$ cat src/rtl/ru_mem_arbiter_pkg.sv
// ru_mem_pkg: shared types for the memory arbiter.
//   arb_state_t         - arbiter FSM states
//   arb_port_t          - requester identity (instruction fetch / load-store)
//   ARB_TIMEOUT_DEFAULT - default busy-cycle limit before an error ack
//   is_misaligned()     - word-alignment test on the two address LSBs
package ru_mem_pkg;

    typedef enum logic [1:0] {
        ARB_IDLE   = 2'd0,
        ARB_ACCESS = 2'd1,
        ARB_RESP   = 2'd2
    } arb_state_t;

    typedef enum logic {
        PORT_I = 1'b0,
        PORT_D = 1'b1
    } arb_port_t;

    localparam int ARB_TIMEOUT_DEFAULT = 16;

    function automatic logic is_misaligned(input logic [1:0] lsb);
        return lsb != 2'b00;
    endfunction

endpackage

$ cat src/rtl/ru_mem_arbiter_if.sv
// ru_mem_arbiter_if: bundles the fetch port (i_*), load/store port (d_*),
// the shared error flag and the single-ported RAM port (ram_*).
//   slave  - arbiter view: takes requests and RAM responses, drives acks,
//            read data, err and the RAM command
//   master - environment view (requesters + RAM model), the mirror image
interface ru_mem_arbiter_if #(
    parameter int ADDR_W = 32,
    parameter int DATA_W = 32
);
    logic              i_req;
    logic [ADDR_W-1:0] i_addr;
    logic [DATA_W-1:0] i_rdata;
    logic              i_ack;
    logic              d_req;
    logic              d_we;
    logic [ADDR_W-1:0] d_addr;
    logic [DATA_W-1:0] d_wdata;
    logic [DATA_W-1:0] d_rdata;
    logic              d_ack;
    logic              err;
    logic              ram_we;
    logic [ADDR_W-1:0] ram_addr;
    logic [DATA_W-1:0] ram_wdata;
    logic [DATA_W-1:0] ram_rdata;
    logic              ram_busy;

    modport slave (
        input  i_req, i_addr, d_req, d_we, d_addr, d_wdata, ram_rdata, ram_busy,
        output i_rdata, i_ack, d_rdata, d_ack, err, ram_we, ram_addr, ram_wdata
    );

    modport master (
        output i_req, i_addr, d_req, d_we, d_addr, d_wdata, ram_rdata, ram_busy,
        input  i_rdata, i_ack, d_rdata, d_ack, err, ram_we, ram_addr, ram_wdata
    );
endinterface

$ cat src/rtl/ru_mem_arbiter_pick.sv
// ru_arb_pick: combinational two-way grant selection.
//   i_req, d_req - pending requests
//   last_win     - port granted most recently
//   rr_en        - 1: round-robin on contention, 0: D has fixed priority
//   grant        - selected port (only meaningful when a request is pending)
module ru_arb_pick
    import ru_mem_pkg::*;
(
    input  logic      i_req,
    input  logic      d_req,
    input  arb_port_t last_win,
    input  logic      rr_en,
    output arb_port_t grant
);
    always_comb begin
        grant = PORT_I;
        if (i_req && d_req) begin
            // On contention the loser of the previous round wins; without
            // round-robin, loads/stores drain ahead of the next fetch.
            grant = (rr_en && last_win == PORT_D) ? PORT_I : PORT_D;
        end else if (d_req) begin
            grant = PORT_D;
        end
    end
endmodule

$ cat src/rtl/ru_mem_arbiter.sv
// ru_mem_arbiter: shares one single-ported word RAM between the fetch port
// (read-only) and the load/store port. One request is latched at a time,
// the RAM is driven from the latched request until ram_busy clears, and a
// one-cycle ack returns the read data. Misaligned and timed-out accesses
// complete with err=1 and zero data.
//   clk, rst - clock and synchronous active-high reset
//   bus      - ru_mem_arbiter_if.slave: i_* fetch port, d_* load/store port,
//              err, ram_* RAM command/response
// Build option: define ARB_ROUND_ROBIN_EN for round-robin arbitration on
// simultaneous requests; otherwise D always beats I.
module ru_mem_arbiter
    import ru_mem_pkg::*;
#(
    parameter int ADDR_W      = 32,
    parameter int DATA_W      = 32,
    parameter int TIMEOUT_CYC = ARB_TIMEOUT_DEFAULT
) (
    input logic             clk,
    input logic             rst,
    ru_mem_arbiter_if.slave bus
);
`ifdef ARB_ROUND_ROBIN_EN
    localparam logic RR_EN = 1'b1;
`else
    localparam logic RR_EN = 1'b0;
`endif
    localparam int CNT_W = $clog2(TIMEOUT_CYC + 1);

    arb_state_t        state, state_nxt;
    arb_port_t         grant, last_win, lat_id;
    logic              lat_we, lat_mis;
    logic [ADDR_W-1:0] lat_addr;
    logic [DATA_W-1:0] lat_wdata;
    logic [CNT_W-1:0]  cnt;

    logic              ram_we_q, i_ack_q, d_ack_q, err_q;
    logic [DATA_W-1:0] rdata_q;
    logic              ram_we_nxt, i_ack_nxt, d_ack_nxt, err_nxt;
    logic [DATA_W-1:0] rdata_nxt;

    logic              any_req, win_we, win_mis, timeout_hit;
    logic [ADDR_W-1:0] win_addr;
    logic [DATA_W-1:0] win_wdata;

    ru_arb_pick u_pick (
        .i_req    (bus.i_req),
        .d_req    (bus.d_req),
        .last_win (last_win),
        .rr_en    (RR_EN),
        .grant    (grant)
    );

    assign any_req   = bus.i_req | bus.d_req;
    assign win_addr  = (grant == PORT_D) ? bus.d_addr : bus.i_addr;
    assign win_wdata = (grant == PORT_D) ? bus.d_wdata : '0;
    assign win_we    = (grant == PORT_D) && bus.d_we;
    assign win_mis   = is_misaligned(win_addr[1:0]);
    // Fires on the TIMEOUT_CYC-th consecutive busy cycle of an access.
    assign timeout_hit = bus.ram_busy && (cnt == CNT_W'(TIMEOUT_CYC - 1));

    always_ff @(posedge clk) begin
        if (rst) state <= ARB_IDLE;
        else     state <= state_nxt;
    end

    always_comb begin
        state_nxt = state;
        case (state)
            ARB_IDLE:   if (any_req) state_nxt = ARB_ACCESS;
            // A misaligned winner spends one dead cycle here with the RAM
            // untouched, so every ack keeps the same two-cycle latency.
            ARB_ACCESS: if (lat_mis || !bus.ram_busy || timeout_hit) state_nxt = ARB_RESP;
            default:    state_nxt = ARB_IDLE;
        endcase
    end

    // Next values for the registered outputs.
    always_comb begin
        ram_we_nxt = 1'b0;
        i_ack_nxt  = 1'b0;
        d_ack_nxt  = 1'b0;
        err_nxt    = 1'b0;
        rdata_nxt  = '0;
        case (state)
            ARB_IDLE: ram_we_nxt = any_req && win_we && !win_mis;
            ARB_ACCESS: begin
                if (state_nxt == ARB_ACCESS) begin
                    ram_we_nxt = lat_we;
                end else begin
                    i_ack_nxt = (lat_id == PORT_I);
                    d_ack_nxt = (lat_id == PORT_D);
                    err_nxt   = lat_mis || timeout_hit;
                    rdata_nxt = (lat_we || err_nxt) ? '0 : bus.ram_rdata;
                end
            end
            default: ;
        endcase
    end

    always_ff @(posedge clk) begin
        if (rst) begin
            lat_id    <= PORT_I;
            lat_we    <= 1'b0;
            lat_mis   <= 1'b0;
            lat_addr  <= '0;
            lat_wdata <= '0;
            last_win  <= PORT_I;
            cnt       <= '0;
            ram_we_q  <= 1'b0;
            i_ack_q   <= 1'b0;
            d_ack_q   <= 1'b0;
            err_q     <= 1'b0;
            rdata_q   <= '0;
        end else begin
            ram_we_q <= ram_we_nxt;
            i_ack_q  <= i_ack_nxt;
            d_ack_q  <= d_ack_nxt;
            err_q    <= err_nxt;
            rdata_q  <= rdata_nxt;
            if (state == ARB_IDLE && any_req) begin
                lat_id    <= grant;
                lat_we    <= win_we && !win_mis;
                lat_mis   <= win_mis;
                lat_addr  <= win_addr;
                lat_wdata <= win_wdata;
                last_win  <= grant;
                cnt       <= '0;
            end else if (state == ARB_ACCESS && bus.ram_busy) begin
                cnt <= cnt + CNT_W'(1);
            end
        end
    end

    assign bus.ram_we    = ram_we_q;
    assign bus.ram_addr  = lat_addr;
    assign bus.ram_wdata = lat_wdata;
    assign bus.i_ack     = i_ack_q;
    assign bus.d_ack     = d_ack_q;
    assign bus.err       = err_q;
    assign bus.i_rdata   = rdata_q;
    assign bus.d_rdata   = rdata_q;
endmodule

$ cat src/flat_wrapper.sv
// flat-port wrapper written by rule: the top's interface ports become plain ports
module ru_mem_arbiter_flat import ru_mem_pkg::*;
#(
    parameter int ADDR_W      = 32,
    parameter int DATA_W      = 32,
    parameter int TIMEOUT_CYC = ARB_TIMEOUT_DEFAULT
)
  (clk, rst, bus_i_req, bus_i_addr, bus_d_req, bus_d_we, bus_d_addr, bus_d_wdata, bus_ram_rdata, bus_ram_busy, bus_i_rdata, bus_i_ack, bus_d_rdata, bus_d_ack, bus_err, bus_ram_we, bus_ram_addr, bus_ram_wdata);
  ru_mem_arbiter_if #(.ADDR_W(ADDR_W), .DATA_W(DATA_W)) bus_i ();
  input logic clk;
  input logic rst;
  input wire logic [$bits(bus_i.i_req)-1:0] bus_i_req;
  input wire logic [$bits(bus_i.i_addr)-1:0] bus_i_addr;
  input wire logic [$bits(bus_i.d_req)-1:0] bus_d_req;
  input wire logic [$bits(bus_i.d_we)-1:0] bus_d_we;
  input wire logic [$bits(bus_i.d_addr)-1:0] bus_d_addr;
  input wire logic [$bits(bus_i.d_wdata)-1:0] bus_d_wdata;
  input wire logic [$bits(bus_i.ram_rdata)-1:0] bus_ram_rdata;
  input wire logic [$bits(bus_i.ram_busy)-1:0] bus_ram_busy;
  output wire logic [$bits(bus_i.i_rdata)-1:0] bus_i_rdata;
  output wire logic [$bits(bus_i.i_ack)-1:0] bus_i_ack;
  output wire logic [$bits(bus_i.d_rdata)-1:0] bus_d_rdata;
  output wire logic [$bits(bus_i.d_ack)-1:0] bus_d_ack;
  output wire logic [$bits(bus_i.err)-1:0] bus_err;
  output wire logic [$bits(bus_i.ram_we)-1:0] bus_ram_we;
  output wire logic [$bits(bus_i.ram_addr)-1:0] bus_ram_addr;
  output wire logic [$bits(bus_i.ram_wdata)-1:0] bus_ram_wdata;
  assign bus_i.i_req = bus_i_req;
  assign bus_i.i_addr = bus_i_addr;
  assign bus_i.d_req = bus_d_req;
  assign bus_i.d_we = bus_d_we;
  assign bus_i.d_addr = bus_d_addr;
  assign bus_i.d_wdata = bus_d_wdata;
  assign bus_i.ram_rdata = bus_ram_rdata;
  assign bus_i.ram_busy = bus_ram_busy;
  assign bus_i_rdata = bus_i.i_rdata;
  assign bus_i_ack = bus_i.i_ack;
  assign bus_d_rdata = bus_i.d_rdata;
  assign bus_d_ack = bus_i.d_ack;
  assign bus_err = bus_i.err;
  assign bus_ram_we = bus_i.ram_we;
  assign bus_ram_addr = bus_i.ram_addr;
  assign bus_ram_wdata = bus_i.ram_wdata;
  ru_mem_arbiter #(.ADDR_W(ADDR_W), .DATA_W(DATA_W), .TIMEOUT_CYC(TIMEOUT_CYC)) u_core (.clk(clk), .rst(rst), .bus(bus_i));
endmodule
$ cat config.mk
export PLATFORM = sky130hd
export DESIGN_NAME = ru_mem_arbiter_flat
export DESIGN_NICKNAME = d
export VERILOG_FILES = /design/src/rtl/ru_mem_arbiter_pkg.sv /design/src/rtl/ru_mem_arbiter_if.sv /design/src/rtl/ru_mem_arbiter_pick.sv /design/src/rtl/ru_mem_arbiter.sv /design/src/flat_wrapper.sv
export SDC_FILE = /design/constraint.sdc
export NUM_CORES = 1
export LEC_CHECK = 0
export CAP_MARGIN = 5
export CORE_MARGIN = 5
export CORE_UTILIZATION = 33
export CTS_CLUSTER_DIAMETER = 100
export DETAILED_ROUTE_END_ITERATION = 16
export PLACE_DENSITY = 0.84
export SYNTH_ARGS = -nofsm -noshare
export SYNTH_HDL_FRONTEND = slang
export SYNTH_SLANG_ARGS = --single-unit
$ cat constraint.sdc
create_clock -name clk -period 1.5 [get_ports clk]
set_input_delay 0.3 -clock clk [delete_from_list [all_inputs] [get_ports clk]]
set_output_delay 0.3 -clock clk [all_outputs]
set_load 0.01 [all_outputs]
# After elaboration in Yosys (flattened, before gate mapping)
# Cells that the tools add are included.
[totals] regBits=110 input_bits=134
[classes] addsub=1 n_eq_ne=3 mux=9 bitwise_logic=3 reduce_logical=19
[op_table] operator="$mux 32" n=2
[op_table] operator="$logic_and 1x1->1" n=8
[op_table] operator="$add 5x1->5 const B" n=1
[op_table] operator="$eq 5x4->1 const B" n=1
[op_table] operator="$eq 2x1->1 const B" n=2
[op_table] operator="$logic_or 1x1->1" n=4
[op_table] operator="$mux 2" n=2
[op_table] operator="$pmux 2 s2" n=1
[op_table] operator="$reduce_or 4->1" n=1
[op_table] operator="$mux 1" n=3
[op_table] operator="$reduce_or 3->1" n=1
[op_table] operator="$logic_not 1->1" n=2
[op_table] operator="$logic_not 2->1" n=1
[op_table] operator="$not 1->1" n=2
[op_table] operator="$pmux 1 s2" n=1
[op_table] operator="$reduce_bool 2->1" n=1
[op_table] operator="$reduce_or 2->1" n=1
[op_table] operator="$or 1x1->1" n=1

# Depth between registers and ports, before layout
# Gate-level depths: netlist (run 1).
[logic_depth] ltp_word=8 ltp_mapped=6

# By module
# Synthesis (run 1) repeated with hierarchy kept, for this count alone.
[hier_totals] hier_cells=384 hier_area_um2=4180.3
[by_module_without_submodules] module="ru_mem_arbiter" instances=1 cells_each=382 area_each_um2=4170.2
[by_module_without_submodules] module="ru_arb_pick" instances=1 cells_each=2 area_each_um2=10.0

# Least setup slack after synthesis (run 1)
# OpenSTA, ideal clock, no wires.
[synth_timing] kind="register to register" from="register u_core.cnt[0]" to="register u_core.ram_we_q, in the netlist u_core.bus.ram_we" setup_ns=0.086 arrival_time_ns=1.526 t_required_ns=1.414 slack_ns=-0.112 path_stages_with_launch=7 cell_sequence="dfxtp_1 ha_1 and3_1 ha_1 nor3b_1 nand3_1 a211oi_1"
[synth_between] elab_chain_cells=8
[synth_lines] item="from (decl)" line_no="ru_mem_arbiter.sv:34" text="logic [CNT_W-1:0] cnt;"
[synth_lines] item="from (signal assigned)" line_no="ru_mem_arbiter.sv:129" text="cnt <= cnt + CNT_W'(1);"
[synth_lines] item="$eq 5x4->1" line_no="ru_mem_arbiter.sv:59" text="assign timeout_hit = bus.ram_busy && (cnt == CNT_W'(TIMEOUT_CYC - 1));"
[synth_lines] item="$logic_and 1x1->1" line_no="ru_mem_arbiter.sv:59"
[synth_lines] item="$logic_or 1x1->1" line_no="ru_mem_arbiter.sv:72" text="ARB_ACCESS: if (lat_mis || !bus.ram_busy || timeout_hit) state_nxt = ARB_RESP;"
[synth_lines] item="$mux 2" line_no="ru_mem_arbiter.sv:72"
[synth_lines] item="$pmux 2 s2" line_no="ru_mem_arbiter.sv:68" text="case (state)"
[synth_lines] item="$eq 2x1->1" line_no="ru_mem_arbiter.sv:87" text="if (state_nxt == ARB_ACCESS) begin"
[synth_lines] item="$mux 1" line_no="ru_mem_arbiter.sv:87"
[synth_lines] item="$pmux 1 s2" line_no="ru_mem_arbiter.sv:84" text="case (state)"
[synth_lines] item="to (signal assigned)" line_no="ru_mem_arbiter.sv:115" text="ram_we_q <= ram_we_nxt;"
[synth_lines] item="to (decl)" line_no="ru_mem_arbiter.sv:36" text="logic ram_we_q, i_ack_q, d_ack_q, err_q;"
# No other way between the ends.
# A chain may end at the register's enable or synchronous reset.

# Worst setup path after layout (run 1)
# Same ends and word-level chain as after synthesis.

==> impl_metrics.env, run 1 <==
export IMPL_outcome="complete, but fails checks"
export IMPL_violations="setup timing"
export IMPL_power_leakage_nw=3.33
export IMPL_ctsRootBufferMaster="clkbuf_16"
export IMPL_p_per_area_mw_per_mm2=998
export IMPL_rsz0062_at_grt="yes"
export IMPL_placedCellCount=773
export IMPL_setup_viol=1
export IMPL_finalCritPeriodShare_pct=101
export IMPL_r2r_setup_slack_ps=-10
export IMPL_cts_clk_slew_worst_paths_ps=70
export IMPL_core_area_mm2=0.0121
export IMPL_nNetsFinal=753
export IMPL_synth_edf_count=0
export IMPL_min_to="u_core.state[0]"
export IMPL_start_util_pct=34.0
export IMPL_via_per_inst=4.67
export IMPL_cts_buffer_depth=2
export IMPL_antenna_found_initial=0
export IMPL_dieArea_mm2=0.0148
export IMPL_ys_warn_count=0
export IMPL_finalHoldViolations=0
export IMPL_worst_slack_ps=-9.79
export IMPL_gp_congestion=0.728
export IMPL_end_kind="flip-flop"
export IMPL_clock_sinks=110
export IMPL_met3_length_um=1160
export IMPL_r2r_end="u_core.bus.ram_we"
export IMPL_maxCapViolCount=0
export IMPL_antennaDiodeCount=0
export IMPL_synth_ff_type="dfxtp_1"
export IMPL_critPathKind="flip-flop to flip-flop"
export IMPL_intPower_mw=5.24
export IMPL_ios=266
export IMPL_yosysUniqueCellTypes=38
export IMPL_syn2layout_area_growth_pct=70.5
export IMPL_synthesis_area_mm2=0.00412
export IMPL_postRouteAntennaNets=0
export IMPL_final_common_cell="dlygate4sd2_1"
export IMPL_worstHoldPathType="input pin to flip-flop"
export IMPL_h_tree_depth=3
export IMPL_layout_common_cells="dlygate4sd2_1, clkdlybuf4s50_1, dfxtp_1, a21oi_1"
export IMPL_pre_cts_ws_ps=-180
export IMPL_final_util_pct=58.1
export IMPL_fin_hold_ws_ps=323
export IMPL_routedWlPerCell_um=16.4
export IMPL_grt_max_degree=35
export IMPL_period_minus_slack_ps=1510
export IMPL_fp_row_count=40
export IMPL_power_frac_seq_pct=46.0
export IMPL_wirelength_um=12900
export IMPL_first_pass_iters=4
export IMPL_drc_errors=0
export IMPL_syn_nets=516
export IMPL_switching_share_pct=25.3
export IMPL_slew_violations=0
export IMPL_final_cells=790
export IMPL_grt_remaining_overflow=0
export IMPL_skew_ps=6.34
export IMPL_power_total_mw=7.02
export IMPL_async_flop_share_pct=0
export IMPL_dr_max_layer_used="met4"
export IMPL_worst_pin_slew_ps=344
export IMPL_power_frac_clock_pct=34.6
export IMPL_arrival_ps=1770
export IMPL_p_comb_share_pct=19.4
export IMPL_first_global_vias=3881
export IMPL_portBuffers=265
export IMPL_synth_seq_cells=110
export IMPL_layout_drive_gt1_share_pct=9.32
export IMPL_crit_required_ps=1760
export IMPL_cts_buffers=9
export IMPL_wl_met1_um=4780
export IMPL_track_usage_pct=16.7
export IMPL_min_delay_start="rst"
export IMPL_seq_area_frac_synth_pct=53.4
export IMPL_critPathLaunchType="flip-flop"
export IMPL_p_switching_mw=1.78
export IMPL_drtIter0Drc=143
export IMPL_clk_latency_ps=340
export IMPL_die_width_um=122
export IMPL_r2r_start="u_core.cnt[0]"
export IMPL_cts_tree="done"
export IMPL_num_vias=3693
export IMPL_max_slew_margin_pct=77.1
export IMPL_timing_fmax_mhz=662
export IMPL_hpwl_um=10200
export IMPL_met2_wirelength_um=6650
export IMPL_irDropWorstVdd_mv=0.741
export IMPL_synthCells=380
export IMPL_path_max_fanout=4
export IMPL_synth_avg_cell_area_um2=10.9
export IMPL_hold_depth=2
export IMPL_grt_pass1_wl_um=19700
export IMPL_r2r_cells=6
export IMPL_fp_dieH_um=122
==> kinds of logic (layout without fill, tap and decap cells) <==
logic type                 Yosys count  count (layout)  share of synthesized area, %
xor gates and xnor gates             2               2                         0.425
adders and majority gates            2               2                         0.607
AOI/OAI and AO/OA                  108             108                          18.3
buffers and inverters               61             303                          9.31
muxes                               34              34                          8.28
DFF                                110             110                          53.4
and+or+nand+nor                     63              63                          9.68
==> power groups by stage <==
stage / Sequential, mW / Combinational [mW] / Clock, mW
after floorplan: 3.37 / 0.500 / 0
after global placement: 3.29 / 1.46 / 0
after detailed placement: 3.30 / 1.51 / 0
after CTS: 3.23 / 1.37 / 2.50
after global routing: 3.25 / 1.47 / 2.65
final: 3.23 / 1.36 / 2.43
==> synthesized netlist by cell type (2+ instances only) <==
cell      instances  area (µm²)
nor3b_1           2        15.0
a21oi_1          36         180
mux2i_1          33         330
buf_2            16        80.1
nor3_1            3        15.0
dfxtp_1         110        2200
nand3_1           2        10.0
o21ai_0           3        15.0
xor2_1            2        17.5
ha_1              2        25.0
clkbuf_1          6        22.5
clkbuf_2          3        15.0
a22o_1           32         280
buf_4            33         248
and2_1           33         206
or3_1             2        12.5
a211oi_1         33         248
a21o_1            2        15.0
nor2_1            8        30.0
==> area by class of cell <==
class / instances / area [µm²]
Clock buffer: 10 / 239
Clock inverter: 6 / 68.8
Fill cell: 1077 / 5080
Inverter: 1 / 3.75
Multi-Input combinational cell: 209 / 1610
Sequential cell: 110 / 2210
Tap cell: 168 / 210
Timing Repair Buffer: 286 / 2700
==> flip-flops by register name, summed over array words and instances, names as in the netlist <==
signal,cells
u_core.bus.d_ack,1
u_core.lat_id,1
u_core.cnt,5
u_core.lat_we,1
u_core.bus.err,1
u_core.lat_mis,1
u_core.bus.i_ack,1
u_core.state,2
u_core.bus.ram_addr,32
u_core.bus.ram_we,1
u_core.bus.d_rdata,32
u_core.bus.ram_wdata,32
==> worst max path at each step <==
stage / from / end / slack, ps / cells after the start
6_report: u_core.cnt[0] / u_core.bus.ram_we / -10 / 6
2_1_floorplan: u_core.cnt[0] / u_core.bus.ram_we / 10 / 6
3_5_place_dp: bus_i_req / u_core.bus.ram_wdata[30] / -180 / 5
3_3_place_gp: bus_i_req / u_core.bus.ram_wdata[6] / -150 / 5
4_1_cts: u_core.cnt[0] / u_core.bus.ram_we / -50 / 6
5_1_grt: u_core.cnt[0] / u_core.bus.ram_we / -70 / 6
==> repair_timing <==
| item | CTS | global route |
|---|---|---|
| setup endpoints to repair | 135 | 10 |
| pin swaps | 2 | 6 |
| hold buffers | 0 | 0 |
| gates resized for setup | 136 | 9 |
| hold endpoints to repair | 0 | 0 |
| setup buffers | 0 | 1 |
==> routing by layer <==
layer / up-vias / track usage [%]
li1: 1806 / -
met1: 1694 / 17.5
met2: 170 / 30.8
met3: 23 / 5.39
met4: 0 / 6.79
met5: - / 0
==> per-stage QoR <==
step / cell area (µm²) / setup TNS, ps
after floorplan: 4130 / 0
after global placement: 6820 / -10750
after detailed placement: 6820 / -12920
after CTS: 6980 / -46.2
after global routing: 7030 / -86.0
final: 7030 / -9.79
==> critical path, stage by stage, from the launching register on <==
cell	delay (ps)
dfxtp_2	340
ha_4	160
and3_4	180
ha_4	160
nor3b_4	280
nand3_2	100
a211oi_2	220
Power figures use the tool's default switching activity.
==> run 2, diff against run 1 <==
--- a/config.mk
+++ b/config.mk
@@ -11,6 +11,7 @@
 export CTS_CLUSTER_DIAMETER = 100
 export DETAILED_ROUTE_END_ITERATION = 16
 export PLACE_DENSITY = 0.84
+export SKIP_LAST_GASP = 1
 export SYNTH_ARGS = -nofsm -noshare
 export SYNTH_HDL_FRONTEND = slang
 export SYNTH_SLANG_ARGS = --single-unit
==> run 2 against run 1 <==
Against the previous run: the run still ends with setup timing left; die area unchanged; fmax down 0.16%; critical endpoint unchanged; register-to-register slack about the same; sequential share of layout area is essentially flat.
==> impl_metrics.env, run 2 (same netlist as run 1, synthesis figures left out) <==
export IMPL_ctsHoldBuffers=0
export IMPL_h_tree_depth=3
export IMPL_dr_max_layer_used="met4"
export IMPL_ctsRootBufferMaster="clkbuf_16"
export IMPL_min_delay_start="rst"
export IMPL_finalHoldViolations=0
export IMPL_p_per_area_mw_per_mm2=998
export IMPL_cts_tree="done"
export IMPL_cts_buffer_depth=2
export IMPL_hold_depth=2
export IMPL_portBuffers=265
export IMPL_min_to="u_core.state[0]"
export IMPL_met2_wirelength_um=6650
export IMPL_grt_remaining_overflow=0
export IMPL_power_leakage_nw=3.33
export IMPL_r2r_end="u_core.bus.ram_we"
export IMPL_dieArea_mm2=0.0148
export IMPL_critPathLaunchType="flip-flop"
export IMPL_fp_dieH_um=122
export IMPL_worst_pin_slew_ps=344
export IMPL_pre_cts_ws_ps=-180
export IMPL_slew_violations=0
export IMPL_first_global_vias=3881
export IMPL_wl_met1_um=4790
export IMPL_worst_slack_ps=-12.1
export IMPL_num_vias=3694
export IMPL_via_per_inst=4.68
export IMPL_clk_latency_ps=340
export IMPL_core_area_mm2=0.0121
export IMPL_worstHoldPathType="input pin to flip-flop"
export IMPL_postRouteAntennaNets=0
export IMPL_max_slew_margin_pct=77.1
export IMPL_ios=266
export IMPL_nNetsFinal=753
export IMPL_met3_length_um=1160
export IMPL_r2r_start="u_core.cnt[0]"
export IMPL_setup_viol=1
export IMPL_fp_row_count=40
export IMPL_rsz0062_at_grt="yes"
export IMPL_r2r_cells=6
export IMPL_antennaDiodeCount=0
export IMPL_cts_clk_slew_worst_paths_ps=70
export IMPL_clock_sinks=110
export IMPL_finalCritPeriodShare_pct=101
export IMPL_drtIter0Drc=143
export IMPL_period_minus_slack_ps=1510
export IMPL_layout_common_cells="dlygate4sd2_1, clkdlybuf4s50_1, dfxtp_1, a21oi_1"
export IMPL_start_util_pct=34.0
export IMPL_hpwl_um=10200
export IMPL_routedWlPerCell_um=16.4
export IMPL_critPathKind="flip-flop to flip-flop"
export IMPL_grt_pass1_wl_um=19700
export IMPL_violations="setup timing"
export IMPL_final_common_cell="dlygate4sd2_1"
export IMPL_grt_max_degree=35
export IMPL_first_pass_iters=4
export IMPL_end_kind="flip-flop"
export IMPL_drc_errors=0
export IMPL_crit_required_ps=1760
export IMPL_gp_congestion=0.728
export IMPL_irDropWorstVdd_mv=0.741
export IMPL_r2r_setup_slack_ps=-10
export IMPL_outcome="complete, but fails checks"
export IMPL_fin_hold_ws_ps=324
export IMPL_arrival_ps=1770
export IMPL_layout_drive_gt1_share_pct=9.16
export IMPL_antenna_found_initial=0
export IMPL_maxCapViolCount=0
export IMPL_wirelength_um=12900
export IMPL_timing_setup_tns_ps=-12.1
export IMPL_path_max_fanout=4
export IMPL_die_width_um=122
export IMPL_syn2layout_area_growth_pct=70.5
export IMPL_cts_buffers=9
export IMPL_skew_ps=6.30
export IMPL_timing_fmax_mhz=661
export IMPL_track_usage_pct=16.7
==> run 2: layout make-up <==
| class | instances | area, µm² |
|---|---|---|
| clock buffers | 10 | 239 |
| clock inverters | 6 | 68.8 |
| fillers | 1076 | 5080 |
| inverters | 1 | 3.75 |
| multi-input cells | 209 | 1610 |
| flip-flops and latches | 110 | 2200 |
| well taps | 168 | 210 |
| repair buffers | 286 | 2700 |
==> run 2: how the worst max path moves through the flow <==
stage,from,end,slack (ps),depth (start not counted)
6_report,u_core.cnt[0],u_core.bus.ram_we,-10,6
5_1_grt,u_core.cnt[0],u_core.bus.ram_we,-70,6
4_1_cts,u_core.cnt[0],u_core.bus.ram_we,-50,6
3_5_place_dp,bus_i_req,u_core.bus.ram_wdata[30],-180,5
3_3_place_gp,bus_i_req,u_core.bus.ram_wdata[6],-150,5
2_1_floorplan,u_core.cnt[0],u_core.bus.ram_we,10,6
==> run 2: metal layers <==
metal	track usage (%)	vias up
met4	6.79	0
met2	30.8	170
met3	5.39	23
met5	0	-
li1	-	1807
met1	17.5	1694
==> run 2: where the power goes <==
part,leakage [nW],internal (mW),switching (mW)
registers,0.902,3.12,0.109
logic,2.28,0.769,0.591
clock network,0.149,1.35,1.08
==> run 2: worst max-delay path, stage by stage, from the launching register on <==
cell and delay (ps):
dfxtp_2 340, ha_4 160, and3_4 180, ha_4 160, nor3b_4 280, nand3_2 100, a211oi_2 220
==> run 2: timing repair <==
action / CTS / global route
setup buffers: 0 / 1
resized for setup: 136 / 8
endpoints found under the setup margin: 135 / 10
pin swaps: 2 / 6
==> run 2: stage by stage <==
step / total power [mW] / util, % / cells / area, µm²
after global routing: 7.37 / 58.1 / 790 / 7030
after floorplan: 3.87 / - / 380 / 4130
final: 7.02 / 58.1 / 790 / 7030
after CTS: 7.10 / 57.7 / 789 / 6980
after global placement: 4.75 / 56.3 / 773 / 6820
after detailed placement: 4.80 / 56.3 / 773 / 6820
==> run 3, diff against run 2 <==
--- a/config.mk
+++ b/config.mk
@@ -11,7 +11,9 @@
 export CTS_CLUSTER_DIAMETER = 100
 export DETAILED_ROUTE_END_ITERATION = 16
 export PLACE_DENSITY = 0.84
+export SKIP_CTS_REPAIR_TIMING = 1
 export SKIP_LAST_GASP = 1
+export SLEW_MARGIN = 5
 export SYNTH_ARGS = -nofsm -noshare
 export SYNTH_HDL_FRONTEND = slang
 export SYNTH_SLANG_ARGS = --single-unit
==> run 3 against run 2 <==
Against the previous run: the run now ends clean; count of clock-buffer cells in the layout did not move; register-to-register slack improved by 40 ps; fmax up 2.6%; worst setup slack improved by 38 ps; design area up 6.8%; via count rose by 0.89%; critical path depth shrank 2; sequential cell count stayed put; sequential power about the same; largest power group unchanged; non-clock buffer count fell by 1.
==> impl_metrics.env, run 3 (same netlist as run 1, synthesis figures left out) <==
export IMPL_outcome="finished clean"
export IMPL_final_util_pct=62.0
export IMPL_crit_required_ps=1770
export IMPL_first_pass_iters=7
export IMPL_wirelength_um=13300
export IMPL_antenna_found_initial=0
export IMPL_fp_dieH_um=122
export IMPL_layout_drive_gt1_share_pct=8.86
export IMPL_timing_fmax_mhz=678
export IMPL_worstHoldPathType="input pin to flip-flop"
export IMPL_placed_area_mm2=0.00682
export IMPL_timing_setup_tns_ps=0
export IMPL_grt_max_degree=35
export IMPL_ios=266
export IMPL_cts_buffer_depth=2
export IMPL_first_global_vias=3872
export IMPL_fin_hold_ws_ps=321
export IMPL_fp_row_count=40
export IMPL_p_per_area_mw_per_mm2=947
export IMPL_h_tree_depth=3
export IMPL_stdcell_area_mm2=0.00751
export IMPL_gp_congestion=0.728
export IMPL_critPathLaunchType="flip-flop"
export IMPL_final_common_cell="dlymetal6s2s_1"
export IMPL_postRouteAntennaNets=0
export IMPL_portBuffers=265
export IMPL_num_vias=3727
export IMPL_skew_ps=9.12
export IMPL_dieArea_mm2=0.0148
export IMPL_routedWlPerCell_um=16.8
export IMPL_clock_sinks=110
export IMPL_grt_pass1_wl_um=19600
export IMPL_final_cells=789
export IMPL_worst_pin_slew_ps=346
export IMPL_start_util_pct=34.0
export IMPL_antennaDiodeCount=0
export IMPL_irDropWorstVdd_mv=0.715
export IMPL_max_slew_margin_pct=77.0
export IMPL_end_kind="flip-flop"
export IMPL_cts_clk_slew_worst_paths_ps=70
export IMPL_placedCellCount=773
export IMPL_layout_common_cells="dlymetal6s2s_1, clkdlybuf4s50_1, dfxtp_1, a21oi_1"
export IMPL_grt_remaining_overflow=0
export IMPL_cts_buffers=9
export IMPL_setup_viol=0
export IMPL_finalHoldViolations=0
export IMPL_maxCapViolCount=0
export IMPL_core_area_mm2=0.0121
export IMPL_period_minus_slack_ps=1470
export IMPL_hpwl_um=10200
export IMPL_drtIter0Drc=188
export IMPL_cts_tree="done"
export IMPL_track_usage_pct=16.7
export IMPL_via_per_inst=4.72
export IMPL_slew_violations=0
export IMPL_finalCritPeriodShare_pct=98.3
export IMPL_die_width_um=122
export IMPL_clk_latency_ps=340
export IMPL_power_leakage_nw=5.00
export IMPL_rsz0062_at_grt="yes"
export IMPL_nNetsFinal=752
export IMPL_path_max_fanout=32
export IMPL_ctsRootBufferMaster="clkbuf_16"
export IMPL_critPathKind="flip-flop to flip-flop"
export IMPL_arrival_ps=1750
export IMPL_syn2layout_area_growth_pct=82.1
export IMPL_drc_errors=0
[run 3: worst max-delay path, stage by stage (launching register included)]
cell     delay [ps]
dfxtp_1         460
or2b_2          390
nor3_4          210
buf_12          180
and2_1          160
[run 3: final timing paths]
check / start / to / slack (ps) / cells past startpoint
worst min register to register: u_core.lat_id / u_core.bus.i_ack / 460 / 1
worst max register to register: u_core.state[0] / u_core.bus.d_rdata[22] / 30 / 4
worst min-delay path: rst / u_core.state[0] / 320 / 2
worst max-delay path: u_core.state[0] / u_core.bus.d_rdata[22] / 30 / 4
[run 3: cell type report]
cell class | count | area (µm²)
inverter | 1 | 3.75
timing repair buffer | 285 | 3190
multi-input combinational | 209 | 1600
sequential | 110 | 2200
fill | 947 | 4600
tap | 168 | 210
clock buffer | 10 | 239
clock inverter | 6 | 68.8
[run 3: power breakdown]
| group | switching (mW) | internal [mW] | total, mW |
|---|---|---|---|
| Clock | 1.08 | 1.35 | 2.43 |
| Sequential | 0.111 | 3.12 | 3.23 |
| Combinational | 0.591 | 0.858 | 1.45 |
| Total | 1.78 | 5.33 | 7.11 |
[run 3: metrics by stage]
step                power, mW  setup slack [ps]
detailed placement       4.80              -180
global placement         4.75              -145
finish                   7.11              25.6
CTS                      7.24              -123
global route             7.45             -30.7
floorplan                3.87              9.85
[run 3: layer usage]
metal  wire [µm]  part of all wire, %  global-route usage, %
met3        1090                  8.2                   5.20
met1        5050                   38                   17.5
met5           0                    0                      0
met2        6810                   51                   30.8
met4         321                  2.4                   6.79
